[config.mk]
export PLATFORM = sky130hd
export DESIGN_NAME = hazard_ctrl
export DESIGN_NICKNAME = d
export VERILOG_FILES = /design/src/rtl/hazard_ctrl.sv
export SDC_FILE = /design/constraint.sdc
export NUM_CORES = 1
export LEC_CHECK = 0
export ABC_AREA = 1
export BUFFER_PORTS_ARGS = -buffer_cell sky130_fd_sc_hd__clkbuf_2
export CORE_ASPECT_RATIO = 1.25
export CORE_MARGIN = 4
export CORE_UTILIZATION = 31
export CTS_BUF_LIST = sky130_fd_sc_hd__clkbuf_2 sky130_fd_sc_hd__clkbuf_4 sky130_fd_sc_hd__clkbuf_8
export DETAILED_ROUTE_END_ITERATION = 16
export PLACE_DENSITY = 0.78
export REMOVE_ABC_BUFFERS = 1
export SYNTH_ARGS = -nofsm -noshare
export SYNTH_HDL_FRONTEND = slang
export SYNTH_SLANG_ARGS = --single-unit
[constraint.sdc]
create_clock -name clk_i -period 1.3 [get_ports clk_i]
set_clock_uncertainty 0.15 [all_clocks]
set_input_delay 0.13 -clock clk_i [delete_from_list [all_inputs] [get_ports clk_i]]
set_output_delay 0.13 -clock clk_i [all_outputs]
set_load 0.02 [all_outputs]
[src/rtl/hazard_ctrl.sv]
// rtl/hazard_ctrl.sv - pipeline stall/flush/freeze sequencer with memory-wait watchdog (stats counters under HAZARD_STATS_EN)
module hazard_ctrl #(
    parameter int MEM_TIMEOUT = 15,
    parameter int CNT_W       = 32
) (
    input  logic             clk_i,
    input  logic             rst_i,
    input  logic             IDEX_MemRead_i,
    input  logic [4:0]       IDEX_RegRt_i,
    input  logic [4:0]       IFID_RegRs_i,
    input  logic [4:0]       IFID_RegRt_i,
    input  logic             IFID_UsesRt_i,
    input  logic             Branch_taken_i,
    input  logic             Jump_i,
    input  logic             Mem_req_i,
    input  logic             Mem_ack_i,
    output logic             PCWrite_o,
    output logic             IFID_Stall_o,
    output logic             IFID_Flush_o,
    output logic             IDEX_Flush_o,
    output logic             Freeze_o,
    output logic             Error_o,
    output logic [CNT_W-1:0] Stall_cnt_o,
    output logic [CNT_W-1:0] Flush_cnt_o
);

    localparam int WC_W = (MEM_TIMEOUT < 2) ? 1 : $clog2(MEM_TIMEOUT + 1);

    typedef enum logic [1:0] {
        ST_RUN      = 2'd0,
        ST_MEM_WAIT = 2'd1,
        ST_ERROR    = 2'd2
    } state_e;

    state_e            state_q, state_d;
    logic [WC_W-1:0]   wait_cnt_q, wait_cnt_d;
    logic              mem_wait;
    logic              load_use;
    logic              timeout_hit;

    assign mem_wait = Mem_req_i & ~Mem_ack_i;
    assign load_use = IDEX_MemRead_i && (IDEX_RegRt_i != 5'd0) &&
                      ((IDEX_RegRt_i == IFID_RegRs_i) ||
                       (IFID_UsesRt_i && (IDEX_RegRt_i == IFID_RegRt_i)));

    // wait_cnt holds the wait cycles already completed, so the current cycle is the
    // MEM_TIMEOUT-th when it equals MEM_TIMEOUT-1.
    assign timeout_hit = (MEM_TIMEOUT > 0) && (wait_cnt_q == WC_W'(MEM_TIMEOUT - 1));

    always_ff @(posedge clk_i) begin
        if (rst_i) begin
            state_q    <= ST_RUN;
            wait_cnt_q <= '0;
        end else begin
            state_q    <= state_d;
            wait_cnt_q <= wait_cnt_d;
        end
    end

    always_comb begin
        state_d    = state_q;
        wait_cnt_d = wait_cnt_q;
        case (state_q)
            ST_RUN: begin
                if (mem_wait) begin
                    wait_cnt_d = WC_W'(1);
                    state_d    = (MEM_TIMEOUT == 1) ? ST_ERROR : ST_MEM_WAIT;
                end
            end
            ST_MEM_WAIT: begin
                if (!mem_wait) begin
                    state_d    = ST_RUN;
                    wait_cnt_d = '0;
                end else if (timeout_hit) begin
                    state_d = ST_ERROR;
                end else begin
                    wait_cnt_d = wait_cnt_q + WC_W'(1);
                end
            end
            ST_ERROR: begin
                state_d = ST_ERROR;
            end
            default: begin
                state_d    = ST_RUN;
                wait_cnt_d = '0;
            end
        endcase
    end

    // While rst_i is high the trap state is masked so decode behaves as RUN.
    always_comb begin
        PCWrite_o    = 1'b1;
        IFID_Stall_o = 1'b0;
        IFID_Flush_o = 1'b0;
        IDEX_Flush_o = 1'b0;
        Freeze_o     = 1'b0;
        if (((state_q == ST_ERROR) && !rst_i) || mem_wait) begin
            Freeze_o     = 1'b1;
            PCWrite_o    = 1'b0;
            IFID_Stall_o = 1'b1;
        end else if (load_use) begin
            PCWrite_o    = 1'b0;
            IFID_Stall_o = 1'b1;
            IDEX_Flush_o = 1'b1;
        end else if (Branch_taken_i || Jump_i) begin
            IFID_Flush_o = 1'b1;
        end
    end

    assign Error_o = (state_q == ST_ERROR);

`ifdef HAZARD_STATS_EN
    logic [CNT_W-1:0] stall_cnt_q, flush_cnt_q;

    always_ff @(posedge clk_i) begin
        if (rst_i) begin
            stall_cnt_q <= '0;
            flush_cnt_q <= '0;
        end else begin
            if (!PCWrite_o && (stall_cnt_q != '1)) begin
                stall_cnt_q <= stall_cnt_q + CNT_W'(1);
            end
            if (IFID_Flush_o && (flush_cnt_q != '1)) begin
                flush_cnt_q <= flush_cnt_q + CNT_W'(1);
            end
        end
    end

    assign Stall_cnt_o = stall_cnt_q;
    assign Flush_cnt_o = flush_cnt_q;
`else
    assign Stall_cnt_o = '0;
    assign Flush_cnt_o = '0;
`endif

endmodule
# ---- After elaboration in Yosys (flattened, before gate mapping)
# Cells that the tools add are included.
dict set report totals {
  register_bits 6
  output_inout_bits 70
}
dict set report op_classes {
  addsub 1
  n_eq_ne 8
  n_mux 17
  bitwise_logic 3
  n_reduce_logical 12
}
# cell count
set op_table {}
lappend op_table {{2-to-1 mux 4 bit} 3}
lappend op_table {{case mux 4 bit (3 select lines)} 1}
lappend op_table {{equality test 5 bit} 2}
lappend op_table {{2-to-1 mux 1 bit} 9}
lappend op_table {{2-to-1 mux 2 bit} 3}
lappend op_table {{!= test 3 bit, second input constant} 2}
lappend op_table {{case mux 2 bit (3 select lines)} 1}
lappend op_table {{nonzero test 5 bit} 1}
lappend op_table {{adder 4 x 1 -> 4 bit, second input constant} 1}
lappend op_table {{equality test 4 bit, second input constant} 1}
lappend op_table {{logical AND 1 bit} 4}
lappend op_table {{logical OR 1 bit} 3}
lappend op_table {{AND reduction 3 bit} 1}
lappend op_table {{equality test 2 x 1 -> 1 bit, second input constant} 1}
lappend op_table {{equality test 2 bit, second input constant} 1}
lappend op_table {{logical NOT 2 bit} 1}
lappend op_table {{!= test 2 bit, second input constant} 1}
lappend op_table {{NOT 1 bit} 2}
lappend op_table {{AND reduction 2 bit} 1}
lappend op_table {{AND 1 bit} 1}
lappend op_table {{logical NOT 1 bit} 1}

# ---- Depth between registers and ports, before layout
dict set report logic_depth {
  word_depth 6
  ltp_mapped 9
  ltp_nobuf 9
}

# ---- Worst setup path after synthesis
# OpenSTA, ideal clock, no wires.
dict set report synth_timing {
  path_type {flip-flop to output port}
  start {reg state_q[1]}
  end {out PCWrite_o}
  arrival_time_ns 1.388
  required_time_ns 1.020
  path_slack_ns -0.368
  path_stages_with_launch 8
  path_buffers 0
  path_cell_list {dfxtp_1 -> inv_1 -> nor2_2 -> inv_1 -> o21ai_2 -> inv_2 -> nand2_2 -> inv_1}
}
dict set report synth_via {
  elab_chain_cells 4
}
# item line
set synth_rtl {}
lappend synth_rtl {{start: declaration} 35} ;# state_e state_q, state_d;
lappend synth_rtl {{start signal: assignment} 55} ;# state_q <= state_d;
lappend synth_rtl {{equality test 2 bit} n/a}
lappend synth_rtl {{net Error_o} 22} ;# output logic Error_o,
lappend synth_rtl {{logical AND 1 bit} 97} ;# if (((state_q == ST_ERROR) && !rst_i) || mem_wait) begin
lappend synth_rtl {{logical OR 1 bit} 97}
lappend synth_rtl {{2-to-1 mux 1 bit} 97}
lappend synth_rtl {{end: declaration} 17} ;# output logic PCWrite_o,
# The timed path passes the listed nets, and every way through them passes these cells.

# ---- Final worst setup path
dict set report layout_timing {
  start {reg state_q[1]}
  end {out IFID_Flush_o}
}
dict set report layout_via {
  elab_chain_cells 4
}
# item line
set layout_rtl {}
lappend layout_rtl {{equality test 2 bit} 97}
lappend layout_rtl {{logical AND 1 bit} 97}
lappend layout_rtl {{logical OR 1 bit} 97}
lappend layout_rtl {{2-to-1 mux 1 bit} 97}
lappend layout_rtl {{end: declaration} 19} ;# output logic IFID_Flush_o,
# No other way between the ends.

==> metrics.txt <==
CORE AREA between 3000 and 4000 um^2; # clock sinks 6; Netlist Area Pre-Place between 1000 and 1500 um^2; wire length per cell 9.22 um; post-synthesis simple-gate area fraction 28.7%; Die W 61.2 um; CP Max Fanout 3; Die Ht 74.5 um; DRT Pass-1 Iters 4; register area share after synthesis 10.9%; pin count of the biggest net entering global routing 7; H-tree depth 1; final worst slack -0.158 ns; Final min period ~1.5 ns; worst skew pair latency 0.22 ns; Mapped Cells roughly 180; initial core utilization 33.2%; Via Count 984; vias in the first global route 817; post-layout util about two fifths; Layout fillers 339; DR iter-0 viols 34; Yosys reg bits 6; Die ar. 4560 um^2; Fin Setup TNS -0.731 ns; PortBufs 28; fin nets 248; Pwr Total between 0.8 and 0.9 mW; Syn-to-layout area delta 19.8%; aggregate global-route resource usage 9.95%; Fmax 0.686 GHz; FF+latch area 129 um^2; Lkg Pwr 0.765 nW; Clock Path Buffers 2; Final Max Tran Viols 0; Netlist cell types 21; DRC 0; Tcrit/Tclk final 112%; Worst Hold Class primary input to flip-flop; max-cap check violation count 0; worst path required time 1.02 ns; crit path DAT between 1 and 1.5 ns; CP Launch Point state_q[1]; Synth Area in Adders 2.28%; Synth Area in XOR/XNOR 0.798%; clock root cell clkbuf_8; layout cell share with drive strength beyond 1 35.3%; Detailed Place HPWL 1.83 mm; post-route cell area ~1300 um^2; Num CTS Buffers 3; antenna-violating nets left 0; status finished, violations left; peak supply drop roughly 0.45 mV; worst r2r src wait_cnt_q[0]; dpl cell area 1110 um^2; critical path class flip-flop to output pin; CTS tree done; final setup violation count 9; Synth Area in Compound Gates 4.90%; area of the multi-input gates 737 um^2; post-route insts no fill 258; WL final approximately 2.4 mm; routed vias/inst 3.81; proportion of synthesized area in mux cells 0%; largest family of logic cells by synthesized area buffers and inverters; startpoint types flip-flop; grt ovf 0; yosys warns 0; Avg Cell Area, Syn 6.20 um^2; initial antenna violation count 0; pwr dens 638 nW/um^2; routability cong. 0.884; cell count after placement 250; hold_sp rst_i; first-pass GRT wire length 3.39 mm; CTS clk-pin slew, worst paths about 0.040 ns; crit end category output pin; Ports 93; Fin. Hold Viols 0; failing checks negative setup slack; Rows 23; unrepaired setup endpoints after global routing yes; # diodes 0
## cells in the final DEF, fill, tap and decap left out, types with 2 or more instances in the layout
cell	instances
a21oi_1	3
buf_4	15
buf_6	2
clkbuf_2	22
clkbuf_8	4
conb_1	64
dfxtp_2	4
inv_1	18
inv_2	6
nand2_1	33
nand2_2	4
nand2_4	2
nand3_1	3
nand4_1	2
nor2_1	14
nor2_2	2
nor2_4	5
o21ai_0	2
## cells by family after synthesis
kind of cell	count (synthesis)
simple gates	70
compound gates	9
other cells	1
xor+xnor	1
flops	6
fa+ha+maj	2
buf+inv	88
## per-layer routing
| layer | GRT usage [%] | up-vias | wire, um |
|---|---|---|---|
| li1 | - | 495 | - |
| met1 | 8.88 | 429 | 715 |
| met2 | 19.8 | 55 | 1370 |
| met3 | 1.74 | 5 | 255 |
| met4 | 5.78 | 0 | 43 |
| met5 | 0 | - | 0 |
## final timing paths
check,to,slack [ns],cells past startpoint
setup / recovery,IFID_Flush_o,-0.16,8
hold / removal,wait_cnt_q[2],0.10,3
hold reg to reg,wait_cnt_q[1],0.36,2
setup reg to reg,wait_cnt_q[2],-0.03,7
## flip-flops by register name (all words and copies together), names as in the netlist
signal and count:
state_q 2, wait_cnt_q 4
## power breakdown
part,internal [mW],switching (mW)
logic,0.0920,0.274
clock network,0.199,0.0816
registers,0.188,0.00378
## layout make-up
type | instances | share of cell area, %
sequential | 6 | 9.80
timing repair buffer | 42 | 20.6
tap | 37 | 3.52
inverter | 24 | 6.85
multi-input combinational | 146 | 56.0
clock buffer | 3 | 3.14
## worst max-delay path, stage by stage (launching register included)
cell and delay, ns:
dfxtp_2 0.32, inv_2 0.05, nor2_4 0.09, inv_2 0.05, o21ai_4 0.15, inv_2 0.06, nand2_4 0.07, nor2_2 0.04
buf_6 0.12
## cells in the mapped netlist
cell type  count  area [um^2]
buf_4         64          480
nand2_2        3         18.8
o21ai_0        2         10.0
or2_2          1         6.26
xnor2_1        1         8.76
inv_1         22         82.6
nor2_2         3         18.8
nand2_1       36          135
nor2_4         2         22.5
nand3_1        5         25.0
inv_2          2         7.51
conb_1         1         3.75
nor2_1        16         60.1
nand4_1        2         12.5
o21ai_2        1         8.76
o21bai_1       2         15.0
nor3_2         1         10.0
ha_1           2         25.0
dfxtp_1        6          120
nor4_1         1         6.26
a21oi_1        4         20.0
## timing repair
action / in CTS / in global routing
resized for setup: 25 / 19
endpoints found under the setup margin: 10 / 11
buffers inserted: 5 / 1
hold buffers: 0 / 0
pin swaps: 12 / 9
## stage by stage
| step | setup WS, ns | hold WS (ns) |
|---|---|---|
| after floorplan | -0.368 | 0.0491 |
| after global placement | -0.0704 | 0.327 |
| after detailed placement | -0.154 | 0.328 |
| after CTS | -0.233 | 0.111 |
| after global routing | -0.249 | 0.117 |
| final | -0.158 | 0.105 |
(Power assumes the default switching activity.)
